`config.mk`:
```
export PLATFORM = sky130hd
export DESIGN_NAME = cl_capture_ctrl_flat
export DESIGN_NICKNAME = d
export VERILOG_FILES = /design/src/rtl/cl_capture_ctrl_if.sv /design/src/rtl/cl_capture_ctrl.sv /design/src/flat_wrapper.sv
export SDC_FILE = /design/constraint.sdc
export NUM_CORES = 1
export LEC_CHECK = 0
export ABC_AREA = 1
export ABC_CLOCK_PERIOD_IN_PS = 2100
export CAP_MARGIN = 20
export CORE_MARGIN = 3
export CORE_UTILIZATION = 54
export CTS_CLUSTER_SIZE = 20
export DETAILED_ROUTE_END_ITERATION = 12
export PLACE_DENSITY = 0.8
export SLEW_MARGIN = 15
export SYNTH_ARGS = -nofsm -noshare
export SYNTH_HDL_FRONTEND = slang
export SYNTH_SLANG_ARGS = --single-unit
export TNS_END_PERCENT = 1
```
`constraint.sdc`:
```
create_clock -name cl_clk -period 2.1 [get_ports cl_clk]
set_clock_uncertainty 0.1 [all_clocks]
set_input_delay 0.525 -clock cl_clk [delete_from_list [all_inputs] [get_ports cl_clk]]
set_output_delay 0.525 -clock cl_clk [all_outputs]
set_load 0.01 [all_outputs]
```
`src/rtl/cl_capture_ctrl_if.sv`:
```
// ---------------------------------------------------------------------------
// cl_capture_ctrl_if
// Message bus between the host command channel, the capture controller and
// the downstream status FIFO.
//   pc_msg_pending  host -> ctrl : a command word is present on pc_msg
//   pc_msg[31:0]    host -> ctrl : [31:20] opcode, [19:16] reserved, [15:0] arg
//   pc_msg_ack      ctrl -> host : one-cycle pulse, command consumed
//   fpga_msg_full   fifo -> ctrl : downstream status FIFO cannot accept
//   fpga_msg[31:0]  ctrl -> fifo : status word
//   fpga_msg_valid  ctrl -> fifo : one-cycle write strobe for fpga_msg
// modport master : environment side (host + FIFO)
// modport slave  : capture controller side
// ---------------------------------------------------------------------------
interface cl_capture_ctrl_if;
    logic        pc_msg_pending;
    logic [31:0] pc_msg;
    logic        pc_msg_ack;
    logic        fpga_msg_full;
    logic [31:0] fpga_msg;
    logic        fpga_msg_valid;

    modport master (
        output pc_msg_pending,
        output pc_msg,
        output fpga_msg_full,
        input  pc_msg_ack,
        input  fpga_msg,
        input  fpga_msg_valid
    );

    modport slave (
        input  pc_msg_pending,
        input  pc_msg,
        input  fpga_msg_full,
        output pc_msg_ack,
        output fpga_msg,
        output fpga_msg_valid
    );
endinterface

```
`src/rtl/cl_capture_ctrl.sv`:
```
// ---------------------------------------------------------------------------
// cl_capture_ctrl
// Camera Link capture sequencer. A host ARM command requests N frames; each
// frame that starts after arming is captured (pix_en follows fval & lval one
// cycle late), its lines are counted and a status word is produced at the end
// of the frame. ABORT returns to IDLE at once. Status words pass through a
// one-deep slot towards the downstream FIFO.
// Ports:
//   cl_clk       : sole clock, rising edge
//   reset        : synchronous, active low
//   msg          : cl_capture_ctrl_if.slave (host command + status FIFO bus)
//   cl_fval      : Camera Link frame valid
//   cl_lval      : Camera Link line valid
//   pix_en       : registered pixel-capture enable
//   busy         : state is not IDLE
//   status_drop  : sticky, a frame status word was lost
// Parameter:
//   MAX_LINE_CNT : saturation value of the per-frame line counter
// ---------------------------------------------------------------------------
module cl_capture_ctrl #(
    parameter logic [15:0] MAX_LINE_CNT = 16'hFFFF
) (
    input  logic                     cl_clk,
    input  logic                     reset,
    cl_capture_ctrl_if.slave         msg,
    input  logic                     cl_fval,
    input  logic                     cl_lval,
    output logic                     pix_en,
    output logic                     busy,
    output logic                     status_drop
);

    typedef enum logic [1:0] {
        ST_IDLE    = 2'd0,
        ST_ARMED   = 2'd1,
        ST_CAPTURE = 2'd2
    } state_t;

    localparam logic [11:0] OP_ARM   = 12'h001;
    localparam logic [11:0] OP_ABORT = 12'h002;

    // Status word layout: type, overflow, 11-bit frame index, line count.
    function automatic logic [31:0] make_status(input logic [3:0]  typ,
                                                input logic        ovf,
                                                input logic [10:0] idx,
                                                input logic [15:0] lines);
        make_status = {typ, ovf, idx, lines};
    endfunction

    state_t      state_q,     state_d;
    logic        fval_q,      lval_q;
    logic [15:0] n_q,         n_d;
    logic [15:0] frame_idx_q, frame_idx_d;
    logic [15:0] line_cnt_q,  line_cnt_d;
    logic        ovf_q,       ovf_d;
    logic        pix_en_q,    pix_en_d;
    logic        ack_q,       ack_d;
    logic        slot_full_q, slot_full_d;
    logic [31:0] slot_word_q, slot_word_d;
    logic        busy_q,      busy_d;
    logic        drop_q,      drop_d;

    logic        fval_rise_s, fval_fall_s, lval_rise_s;
    logic        issue_s, slot_free_s, accept_s, abort_s;
    logic        in_cap_s, frame_end_s, final_s, ovf_now_s;
    logic [11:0] opcode_s;
    logic [15:0] arg_s;
    logic [15:0] idx_inc_s;
    logic        cmd_st_s, frm_st_s;
    logic [31:0] cmd_word_s, frm_word_s;
    logic        unused_rsvd_s;

    // Edge detection, command decode and slot handshake terms.
    always_comb begin
        fval_rise_s   = cl_fval & ~fval_q;
        fval_fall_s   = ~cl_fval & fval_q;
        lval_rise_s   = cl_lval & ~lval_q;
        opcode_s      = msg.pc_msg[31:20];
        arg_s         = msg.pc_msg[15:0];
        unused_rsvd_s = ^msg.pc_msg[19:16];
        issue_s       = slot_full_q & ~msg.fpga_msg_full;
        // A slot being issued this cycle can take a new frame word.
        slot_free_s   = ~slot_full_q | issue_s;
        // ack_q blocks acceptance of the same word on the cycle after an ack.
        accept_s      = msg.pc_msg_pending & ~slot_full_q & ~ack_q;
        abort_s       = accept_s & (opcode_s == OP_ABORT);
        // The cycle in which ARMED sees the frame start already captures.
        in_cap_s      = (state_q == ST_CAPTURE) | ((state_q == ST_ARMED) & fval_rise_s);
        frame_end_s   = (state_q == ST_CAPTURE) & fval_fall_s;
        idx_inc_s     = frame_idx_q + 16'd1;
        final_s       = (idx_inc_s == n_q);
        // The last pix_en cycle of a frame may coincide with the fval fall.
        ovf_now_s     = ovf_q | (pix_en_q & msg.fpga_msg_full);
    end

    // Next-state logic for the sequencer, counters and status slot.
    always_comb begin
        state_d     = state_q;
        n_d         = n_q;
        frame_idx_d = frame_idx_q;
        line_cnt_d  = line_cnt_q;
        ovf_d       = ovf_q;
        slot_full_d = issue_s ? 1'b0 : slot_full_q;
        slot_word_d = slot_word_q;
        drop_d      = drop_q;
        cmd_st_s    = 1'b0;
        cmd_word_s  = 32'd0;
        frm_st_s    = 1'b0;
        frm_word_s  = 32'd0;

        if (accept_s) begin
            case (opcode_s)
                OP_ARM: begin
                    if (state_q == ST_IDLE) begin
                        if (arg_s != 16'd0) begin
                            n_d         = arg_s;
                            frame_idx_d = 16'd0;
                            line_cnt_d  = 16'd0;
                            ovf_d       = 1'b0;
                            state_d     = ST_ARMED;
                        end else begin
                            cmd_st_s   = 1'b1;
                            cmd_word_s = make_status(4'hE, 1'b0, 11'd0, 16'd0);
                        end
                    end else begin
                        cmd_st_s   = 1'b1;
                        cmd_word_s = make_status(4'hB, 1'b0, 11'd0, 16'd0);
                    end
                end
                OP_ABORT: begin
                    state_d    = ST_IDLE;
                    line_cnt_d = 16'd0;
                    ovf_d      = 1'b0;
                    cmd_st_s   = 1'b1;
                    cmd_word_s = make_status(4'h2, 1'b0, frame_idx_q[10:0], 16'd0);
                end
                default: begin
                    cmd_st_s   = 1'b1;
                    cmd_word_s = make_status(4'hE, 1'b0, 11'd0, 16'd0);
                end
            endcase
        end else begin
            cmd_st_s = 1'b0;
        end

        // ABORT overrides all frame tracking, including a coincident frame end.
        if (!abort_s) begin
            if ((state_q == ST_ARMED) && fval_rise_s) begin
                state_d = ST_CAPTURE;
            end else begin
                state_d = state_d;
            end

            if (in_cap_s && lval_rise_s && (line_cnt_q != MAX_LINE_CNT)) begin
                line_cnt_d = line_cnt_q + 16'd1;
            end else begin
                line_cnt_d = line_cnt_d;
            end

            if ((state_q == ST_CAPTURE) && pix_en_q && msg.fpga_msg_full) begin
                ovf_d = 1'b1;
            end else begin
                ovf_d = ovf_d;
            end

            if (frame_end_s) begin
                frame_idx_d = idx_inc_s;
                line_cnt_d  = 16'd0;
                ovf_d       = 1'b0;
                state_d     = final_s ? ST_IDLE : ST_ARMED;
                frm_st_s    = 1'b1;
                frm_word_s  = make_status(final_s ? 4'h3 : 4'h1, ovf_now_s,
                                          idx_inc_s[10:0], line_cnt_q);
            end else begin
                frm_st_s = 1'b0;
            end
        end else begin
            frm_st_s = 1'b0;
        end

        // A command status owns the slot; a frame word arriving with it is lost.
        if (cmd_st_s) begin
            slot_full_d = 1'b1;
            slot_word_d = cmd_word_s;
            drop_d      = drop_q | frm_st_s;
        end else if (frm_st_s && slot_free_s) begin
            slot_full_d = 1'b1;
            slot_word_d = frm_word_s;
        end else if (frm_st_s) begin
            drop_d = 1'b1;
        end else begin
            drop_d = drop_q;
        end
    end

    // Registered output terms derived from the next state.
    always_comb begin
        pix_en_d = in_cap_s & cl_fval & cl_lval & ~abort_s;
        ack_d    = accept_s;
        busy_d   = (state_d != ST_IDLE);
    end

    // Sequencer state and all registered outputs, synchronous active-low reset.
    always_ff @(posedge cl_clk) begin
        if (!reset) begin
            state_q     <= ST_IDLE;
            fval_q      <= 1'b0;
            lval_q      <= 1'b0;
            n_q         <= 16'd0;
            frame_idx_q <= 16'd0;
            line_cnt_q  <= 16'd0;
            ovf_q       <= 1'b0;
            pix_en_q    <= 1'b0;
            ack_q       <= 1'b0;
            slot_full_q <= 1'b0;
            slot_word_q <= 32'd0;
            busy_q      <= 1'b0;
            drop_q      <= 1'b0;
        end else begin
            state_q     <= state_d;
            fval_q      <= cl_fval;
            lval_q      <= cl_lval;
            n_q         <= n_d;
            frame_idx_q <= frame_idx_d;
            line_cnt_q  <= line_cnt_d;
            ovf_q       <= ovf_d;
            pix_en_q    <= pix_en_d;
            ack_q       <= ack_d;
            slot_full_q <= slot_full_d;
            slot_word_q <= slot_word_d;
            busy_q      <= busy_d;
            drop_q      <= drop_d;
        end
    end

    // The write strobe must react to fpga_msg_full in the cycle it is seen.
    assign msg.fpga_msg_valid = issue_s;
    assign msg.fpga_msg       = slot_word_q;
    assign msg.pc_msg_ack     = ack_q;
    assign pix_en             = pix_en_q;
    assign busy               = busy_q;
    assign status_drop        = drop_q;

endmodule
```
`src/flat_wrapper.sv`:
```
// flat-port wrapper written by rule: the top's interface ports become plain ports
module cl_capture_ctrl_flat 
#(
    parameter logic [15:0] MAX_LINE_CNT = 16'hFFFF
)
  (cl_clk, reset, cl_fval, cl_lval, pix_en, busy, status_drop, msg_pc_msg_pending, msg_pc_msg, msg_fpga_msg_full, msg_pc_msg_ack, msg_fpga_msg, msg_fpga_msg_valid);
  cl_capture_ctrl_if msg_i ();
  input  logic cl_clk;
  input  logic reset;
  input  logic cl_fval;
  input  logic cl_lval;
  output logic pix_en;
  output logic busy;
  output logic status_drop;
  input wire logic [$bits(msg_i.pc_msg_pending)-1:0] msg_pc_msg_pending;
  input wire logic [$bits(msg_i.pc_msg)-1:0] msg_pc_msg;
  input wire logic [$bits(msg_i.fpga_msg_full)-1:0] msg_fpga_msg_full;
  output wire logic [$bits(msg_i.pc_msg_ack)-1:0] msg_pc_msg_ack;
  output wire logic [$bits(msg_i.fpga_msg)-1:0] msg_fpga_msg;
  output wire logic [$bits(msg_i.fpga_msg_valid)-1:0] msg_fpga_msg_valid;
  assign msg_i.pc_msg_pending = msg_pc_msg_pending;
  assign msg_i.pc_msg = msg_pc_msg;
  assign msg_i.fpga_msg_full = msg_fpga_msg_full;
  assign msg_pc_msg_ack = msg_i.pc_msg_ack;
  assign msg_fpga_msg = msg_i.fpga_msg;
  assign msg_fpga_msg_valid = msg_i.fpga_msg_valid;
  cl_capture_ctrl #(.MAX_LINE_CNT(MAX_LINE_CNT)) u_core (.cl_clk(cl_clk), .reset(reset), .msg(msg_i), .cl_fval(cl_fval), .cl_lval(cl_lval), .pix_en(pix_en), .busy(busy), .status_drop(status_drop));
endmodule
```
==> results of run 1 <==
flip-flops by register name (all words and copies together), names as in the netlist:
register / count
u_core.msg.fpga_msg: 32
u_core.line_cnt_q: 16
u_core.status_drop: 1
u_core.n_q: 16
u_core.busy: 1
u_core.ovf_q: 1
u_core.frame_idx_q: 16
u_core.pix_en: 1
u_core.slot_full_q: 1
u_core.lval_q: 1
u_core.state_q: 2
u_core.fval_q: 1
u_core.msg.pc_msg_ack: 1
stage by stage:
stage	instances	cell area, um2	hold slack, ns	TNS [ns]	power, mW
final	935	6421	0.3646	0	3.265
after global routing	935	6421	0.3858	-0.1846	3.369
after CTS	918	6058	0.3656	0	3.242
after detailed placement	902	5872	0.3525	-26.03	2.187
after global placement	902	5872	0.3470	-22.42	2.174
after floorplan	685	4637	0.3310	0	1.971
cell families (layout without fill, tap and decap cells):
logic type      Yosys count  after routing  share of synthesized area (%)
compound gates          137            137                          16.03
simple gates            356            358                          34.38
fa+ha+maj                 2              2                         0.5396
flops                    90             90                          38.86
buf+inv                  94            237                          8.769
xor+xnor                  6              6                          1.430
repair_timing:
action | in CTS | in global routing
resized for setup | 7 | 74
pin swaps | 0 | 22
hold buffers | 0 | 0
endpoints found under the hold margin | 0 | 0
buffers inserted | 0 | 13
gates cloned | 0 | 4
endpoints found under the setup margin | 6 | 82
layout make-up:
class,instances,area (um2)
Sequential cell,90,1810
Fill cell,599,1837
Timing Repair inverter,1,5.005
Timing Repair Buffer,149,1435
Inverter,71,279.0
Tap cell,105,131.4
Clock inverter,5,40.04
Clock buffer,11,131.4
Multi-Input combinational cell,503,2589
worst min-delay path, cell delays in order, from the launching register on:
cell	delay (ns)
dfxtp_1	0.32
nand2_1	0.06
a21oi_1	0.05
placed cells by master, fill, tap and decap left out, types with 5 or more instances in the layout:
| cell | count |
|---|---|
| dlymetal6s2s_1 | 22 |
| nand3_1 | 57 |
| clkbuf_8 | 9 |
| a21oi_1 | 81 |
| buf_12 | 5 |
| clkdlybuf4s50_1 | 47 |
| o21ai_1 | 5 |
| inv_1 | 59 |
| nor2_4 | 6 |
| dfxtp_1 | 85 |
| inv_2 | 7 |
| o21ai_0 | 37 |
| nand2_2 | 15 |
| nor2_1 | 59 |
| nand4_1 | 18 |
| nor2_2 | 14 |
| nand2_1 | 170 |
| buf_4 | 71 |
cell usage after synthesis (all sizes together) (2+ instances only):
library cell and count:
nand2 188, dfxtp 90, a21oi 81, nor2 78, inv 69, nand3 63, o21ai 42, nand4 18
clkbuf 13, buf 10, nor3 5, a22oi 4, o21a 4, xnor2 3, clkinv 2, ha 2
nor4 2, o2111ai 2, xor2 2
routing by layer:
metal | up-vias | GRT usage (%)
met4 | 0 | 9.979
met3 | 33 | 4.176
li1 | 2541 | -
met1 | 2422 | 35.90
met2 | 276 | 44.31
met5 | - | 0
report_power, final:
| part | internal (mW) | total, mW | switching (mW) |
|---|---|---|---|
| sequential | 1.74 | 1.77 | 0.0304 |
| combinational | 0.194 | 0.396 | 0.203 |
| clock | 0.438 | 1.10 | 0.660 |
how the worst max path moves through the flow:
stage | endpoint
detailed placement | u_core.n_q[3]
CTS | u_core.line_cnt_q[15]
floorplan | u_core.line_cnt_q[10]
global placement | u_core.n_q[8]
finish | u_core.line_cnt_q[6]
global route | u_core.msg.fpga_msg[29]
==> impl_metrics.csv, run 1 <==
group,metric,value,unit
logic_synthesis,synth.top_cell.area_share,38.86,%
drt,via_per_inst,5.639,
timing,hold_viol,0,
setup_path,cp.depth,11,
final_layout,layout-drive-gt1-share,19.64,%
global_routing,grt_max_degree,36,
timing,worstMarginPinSlew,0.3295,ns
place,post-place-ws,-0.3900,ns
final_layout,nets,865,
setup_path,end_kind,"register",
die,die-area,9735,um2
drt,met3_length,1301,um
setup_path,rr_startpoint,"u_core.frame_idx_q[5]",
global_routing,grt_antenna_before_repair,0,
timing,fmax,0.4851,GHz
logic_synthesis,synth_area,4637,um2
logic_synthesis,yosys.cell_types.count,39,
hold_path,hold_end,"u_core.msg.fpga_msg[8]",
global_routing,grt_pass1_wl,21560,um
setup_path,path_class,"primary input to register",
clocking,cts_inserted_buffers,9,
die,io_pins,75,
drt,vias,5272,
clocking,cts_tree,"built",
logic_synthesis,syn_avg_cell_area,6.769,um2
timing,drv_slew,0,
setup_path,crit_family,"simple AND/OR/NAND/NOR gates",
power_and_ir_drop,power_leakage,2.752,nW
flow_run,maxCapViolCount,0,
final_layout,final_util,77.76,%
drt,wl,14560,um
clocking,cts-htree-levels,3,
setup_path,critPathLaunch,"msg_pc_msg[8]",
clocking,cts_root_buffer,"clkbuf_8",
die,die_w,98.67,um
clocking,clock_latency,0.37,ns
logic_synthesis,yosysWarningCount,0,
place,numPortBuffers,70,
logic_synthesis,syn_nets,725,
setup_path,worst-path-max-fanout,5,
hold_path,hold_start,"u_core.msg.fpga_msg[8]",
logic_synthesis,synth_area_leaders,"dfxtp_1, nand2_1, a21oi_1",
setup_path,arrival,2.28,ns
place,hpwl,9655,um
die,initial_core_util,56.15,%
global_routing,grt_pass1_vias,4710,
final_layout,insertedDiodeCount,0,
timing,fin_crit,2.062,ns
logic_synthesis,synth-async-reset-ratio,0,%
setup_path,cp_num_buf_inv,2,
timing,setup_violations,0,
clocking,cts.clk_slew.worst_paths,0.10,ns
setup_path,rrSetupSlack,0.07,ns
drt,top_layer,"met4",
run_status,status,"finished clean",
die,core,8258,um2
drt,postRouteAntennaNets,0,
hold_path,min_path_cells,2,
timing,relSlewSlack,77.97,%
drt,drc,0,
logic_synthesis,ys_ff_latch,90,
logic_synthesis,ys.flop_type,"dfxtp_1",
drt,wl_per_cell,15.57,um
power_and_ir_drop,ir_drop,0.0003702,V
logic_synthesis,synth-seq-area-share,38.86,%
die,rows,33,
final_layout,area_growth,38.48,%
global_routing,track_usage,26.94,%
setup_path,required,2.31,ns
power_and_ir_drop,p_per_area,508.5,nW/um2
drt,firstDrtPassIters,5,
die,die_y,98.67,um
clocking,clockBufferDepth,2,
logic_synthesis,synth_edf_count,0,
drt,wirelength_met1,5953,um
place,place_congestion,0.9221,
setup_path,cpMaxStageDelayCell,"clkdlybuf4s50_1",
setup_path,cp_slowest_stage_delay,0.43,ns
timing,fin_ws,0.03850,ns
drt,wl_met2,7024,um
drt,dr.first_iter.drc_count,415,
setup_path,r2r_end,"u_core.msg.fpga_msg[29]",
timing,min_period_over_period,98.17,%
setup_path,ff2ff_path_depth,14,
clocking,clock_sinks,90,
setup_path,cp-start-kind,"primary input",
setup_path,crit_chain,"clkdlybuf4s50_1 -> nor2_1 -> nand2_1 -> nor2_2 -> nand2_2 -> nand4_1 -> nand2_2 -> buf_6 -> o21ai_1 -> nand2_1 -> nor2_1",
hold_path,hold_path_class,"register to register",
logic_synthesis,synth_area_leader_cell,"dfxtp_1",
global_routing,grt-ovfl-total,0,
timing,rsz0062_at_grt,"true",
logic_synthesis,synthesis.instances,685,
Power figures use the tool's default switching activity.
==> run 2: changes to the inputs <==
Settings changed: CORE_MARGIN 3 to 1, RECOVER_POWER from default to 50.
==> impl_metrics.csv, run 2 (synthesis gave the netlist of run 1 again) <==
group,metric,value,unit
run_status,status,"finished clean",
clocking,clock_latency,0.36,ns
timing,setup_violations,0,
setup_path,r2r_end,"u_core.msg.fpga_msg[29]",
hold_path,hold_path_class,"register to register",
global_routing,grt_max_degree,36,
timing,relSlewSlack,73.38,%
setup_path,cp-start-kind,"register",
die,die_w,94.67,um
setup_path,required,2.30,ns
global_routing,grt_pass1_wl,21210,um
final_layout,insertedDiodeCount,0,
place,numPortBuffers,70,
clocking,clockBufferDepth,2,
timing,min_period_over_period,99.49,%
final_layout,nets,847,
setup_path,worst-path-max-fanout,5,
clocking,cts-htree-levels,3,
place,placed_area,5797,um2
power_and_ir_drop,finalPower,3.630,mW
hold_path,hold_start,"u_core.msg.fpga_msg[12]",
clocking,cts.clk_slew.worst_paths,0.10,ns
final_layout,fin_area,6285,um2
clocking,postCtsHoldBufs,0,
place,dpl.cell_count,892,
setup_path,arrival,2.29,ns
die,die_y,94.67,um
timing,rsz0062_at_grt,"true",
final_layout,final_util,76.11,%
clocking,clock_sinks,90,
clocking,cts_inserted_buffers,9,
timing,worstMarginPinSlew,0.3993,ns
drt,vias,5174,
final_layout,area_growth,35.54,%
die,initial_core_util,56.15,%
die,io_pins,75,
drt,drc,0,
timing,drv_slew,0,
drt,via_per_inst,5.642,
final_layout,fillers,628,
die,core,8258,um2
timing,tns,0,ns
hold_path,hold_end,"u_core.msg.fpga_msg[12]",
global_routing,track_usage,30.38,%
final_layout,stdcell_count,917,
final_layout,largest_reg_flops,32,
final_layout,layout_commonest_cell,"nand2_1",
power_and_ir_drop,ir_drop,0.0004193,V
setup_path,path_class,"register to register",
drt,wl,13770,um
timing,fmax,0.4786,GHz
flow_run,maxCapViolCount,0,
final_layout,layout_common_cells,"nand2_1, dfxtp_1, a21oi_1",
drt,postRouteAntennaNets,0,
timing,fin_crit,2.089,ns
clocking,cts_root_buffer,"clkbuf_8",
place,place_congestion,0.9716,
setup_path,rr_startpoint,"u_core.frame_idx_q[0]",
hold_path,min_path_cells,2,
die,die-area,8961,um2
die,rows,33,
clocking,cts_tree,"built",
final_layout,multiInputGateArea,2572,um2
power_and_ir_drop,power_leakage,2.594,nW
setup_path,ff2ff_path_depth,14,
drt,dr.first_iter.drc_count,335,
setup_path,rrSetupSlack,0.01,ns
final_layout,layout.area.seq,1809,um2
power_and_ir_drop,p_per_area,577.5,nW/um2
drt,firstDrtPassIters,5,
drt,wl_per_cell,15.02,um
global_routing,grt-ovfl-total,0,
place,hpwl,9553,um
final_layout,layout-drive-gt1-share,18.47,%
global_routing,grt_antenna_before_repair,0,
global_routing,grt_pass1_vias,4718,
timing,hold_viol,0,
setup_path,end_kind,"register",
[run 2: cell count changes in the layout (fill, tap and decap cells not counted), sizes merged, moves of 2 or more]
cell | previous run | this run
dlygate4sd3 | 0 | 36
dlymetal6s2s | 22 | 2
buf | 78 | 61
clkdlybuf4s50 | 47 | 30
bufinv | 0 | 3
clkbuf | 12 | 10
[run 2: worst max-delay path: stages, from the launching register on]
cell and delay (ns):
dfxtp_2 0.36, buf_4 0.16, clkinvlp_4 0.13, nor2_4 0.20, nand3_1 0.11, nand2_1 0.11
nand2_2 0.08, nand2_1 0.10, nand2_1 0.07, inv_1 0.05, nand2_1 0.05, nor2_2 0.14
nand3_2 0.13, buf_4 0.16, a21oi_1 0.10
[run 2: per-layer routing]
layer	vias up	share of wire [%]	GRT usage, %
met5	-	0	0
met2	258	47	51.08
met4	0	2.7	13.76
met1	2369	42	37.97
li1	2500	-	-
met3	47	7.7	4.992
[run 2: area by class of cell]
| type | count | area share (%) |
|---|---|---|
| repair buffers | 132 | 19.67 |
| well taps | 105 | 2.090 |
| flip-flops and latches | 90 | 28.79 |
| multi-input cells | 503 | 40.93 |
| clock buffers | 9 | 1.971 |
| clock inverters | 7 | 2.011 |
| inverters | 71 | 4.539 |
[run 2: worst max-delay path by stage]
stage,start,end,slack (ns),depth (start not counted)
final,u_core.frame_idx_q[0],u_core.msg.fpga_msg[29],0.01,14
after global routing,u_core.frame_idx_q[0],u_core.msg.fpga_msg[29],-0.10,14
after CTS,u_core.frame_idx_q[1],u_core.busy,-0.04,10
after detailed placement,cl_fval,u_core.line_cnt_q[1],-0.38,10
after global placement,cl_fval,u_core.line_cnt_q[1],-0.29,10
after floorplan,msg_pc_msg[25],u_core.line_cnt_q[10],0.21,9
[run 2: per-stage QoR]
stage	setup slack, ns	hold slack (ns)
after floorplan	0.2143	0.3310
after global placement	-0.2925	0.3473
after detailed placement	-0.3779	0.3509
after CTS	-0.03750	0.3665
after global routing	-0.1016	0.3830
final	0.01077	0.3604
[run 2: repair_timing]
action	4_1_cts	5_1_grt
gates cloned	0	2
setup endpoints to repair	5	81
buffers inserted	0	7
pin swaps	1	11
resized for setup	2	54
[run 2: power by group]
| group | internal (mW) | switching, mW | total, mW |
|---|---|---|---|
| combinational | 0.182 | 0.199 | 0.381 |
| sequential | 1.74 | 0.0295 | 1.77 |
| clock | 0.803 | 0.673 | 1.48 |
==> run 3: changes to the inputs <==
Settings changed: PLACE_DENSITY 0.8 to 0.87.
==> impl_metrics.csv, run 3 (synthesis gave the netlist of run 1 again) <==
group,metric,value,unit
run_status,status,"complete, but fails checks",
run_status,violations,"setup timing",
power_and_ir_drop,ir_drop,0.0004362,V
clocking,cts_inserted_buffers,9,
global_routing,track_usage,30.87,%
setup_path,worst-path-max-fanout,5,
die,initial_core_util,56.15,%
global_routing,grt_max_degree,36,
final_layout,layout-drive-gt1-share,18.97,%
timing,fin_ws,-0.03872,ns
drt,via_per_inst,5.745,
final_layout,insertedDiodeCount,0,
setup_path,required,2.26,ns
timing,holdWs,0.3658,ns
setup_path,end_kind,"register",
drt,wl,14460,um
die,die-area,8961,um2
drt,wl_per_cell,15.68,um
timing,min_period_over_period,101.8,%
clocking,clock_sinks,90,
die,rows,33,
final_layout,nets,852,
timing,worstMarginPinSlew,0.3226,ns
place,post-place-ws,-0.4190,ns
drt,postRouteAntennaNets,0,
timing,tns,-0.08770,ns
drt,met3_length,1121,um
clocking,clockBufferDepth,2,
drt,top_layer,"met4",
global_routing,grt_antenna_before_repair,0,
setup_path,critPathLaunch,"u_core.frame_idx_q[0]",
clocking,postCtsHoldBufs,0,
final_layout,largest_reg_flops,32,
flow_run,maxCapViolCount,0,
setup_path,cp-start-kind,"register",
drt,dr.first_iter.drc_count,464,
die,core,8258,um2
final_layout,area_growth,36.45,%
timing,relSlewSlack,78.49,%
place,numPortBuffers,70,
timing,setup_violations,3,
power_and_ir_drop,power_leakage,2.584,nW
final_layout,layout_commonest_cell,"nand2_1",
drt,wirelength_met1,6015,um
drt,drc,0,
global_routing,grt_pass1_wl,21760,um
die,die_y,94.67,um
timing,rsz0062_at_grt,"true",
timing,hold_viol,0,
setup_path,arrival,2.29,ns
clocking,cts_root_buffer,"clkbuf_8",
drt,vias,5297,
global_routing,grt_pass1_vias,4857,
setup_path,path_class,"register to register",
setup_path,rr_startpoint,"u_core.frame_idx_q[0]",
timing,drv_slew,0,
hold_path,hold_start,"u_core.msg.fpga_msg[11]",
power_and_ir_drop,p_per_area,543.9,nW/um2
clocking,cts-htree-levels,3,
hold_path,hold_path_class,"register to register",
clocking,cts_tree,"built",
timing,fin_crit,2.139,ns
drt,wl_met2,6929,um
global_routing,grt-ovfl-total,0,
final_layout,layout_common_cells,"nand2_1, dfxtp_1, a21oi_1",
place,hpwl,9465,um
drt,firstDrtPassIters,6,
clocking,cts.clk_slew.worst_paths,0.10,ns
die,io_pins,75,
final_layout,final_util,76.62,%
timing,fmax,0.4676,GHz
die,die_w,94.67,um
place,place_congestion,0.8948,
clocking,clock_latency,0.37,ns
-- run 3: changes by cell type in the layout (fill, tap and decap cells not counted), moves of 3 or more --
cell and delta:
buf_6 +4, nor2_2 -3, dfxtp_2 -4, clkdlybuf4s50_1 +26, dlymetal6s2s_1 +9, buf_12 -3
nand2_2 -3, buf_4 +5, dlygate4sd3_1 -35
-- run 3: timing repair --
action | in CTS | in global routing
gates cloned | 0 | 1
endpoints found under the setup margin | 11 | 83
hold endpoints to repair | 0 | 0
setup buffers | 0 | 13
pin swaps | 2 | 28
gates resized for setup | 7 | 68
-- run 3: layout make-up --
| cell class | count | area [um2] |
|---|---|---|
| clock buffer | 10 | 137.6 |
| timing repair buffer | 138 | 1285 |
| sequential | 90 | 1812 |
| inverter | 71 | 284.0 |
| clock inverter | 6 | 71.32 |
| tap | 105 | 131.4 |
| fill | 564 | 1931 |
| multi-input combinational | 502 | 2606 |
-- run 3: metal layers --
layer  global-route usage (%)  vias up
li1                         -     2517
met2                    50.84      274
met4                    13.38        0
met3                    7.085       48
met1                    38.47     2458
met5                        0        -
-- run 3: critical path, cell delays in order (launching register included) --
cell and delay [ns]:
dfxtp_4 0.39, buf_6 0.12, clkinvlp_4 0.16, nor2_4 0.25, nand2_1 0.14, nand3_1 0.09
nand3_1 0.08, nor2_2 0.13, nand2_1 0.08, nor2_1 0.14, nand3_2 0.14, nand2_2 0.13
nand3_2 0.07
-- run 3: stage by stage --
stage,instance area [um2],std cells,total power [mW]
detailed placement,5772,892,2.176
finish,6327,922,3.441
global route,6327,922,3.533
CTS,5998,908,3.407
global placement,5772,892,2.165
floorplan,4637,685,1.971
-- run 3: power breakdown --
| part | switching [mW] | internal, mW |
|---|---|---|
| combinational | 0.205 | 0.191 |
| sequential | 0.0304 | 1.74 |
| clock | 0.680 | 0.594 |
| total | 0.916 | 2.53 |
-- run 3: worst paths after layout --
| check | to | slack (ns) | cells after the start |
|---|---|---|---|
| max | u_core.busy | -0.04 | 12 |
| max reg2reg | u_core.busy | -0.04 | 12 |
| min | u_core.msg.fpga_msg[11] | 0.37 | 2 |
| min reg2reg | u_core.msg.fpga_msg[11] | 0.37 | 2 |
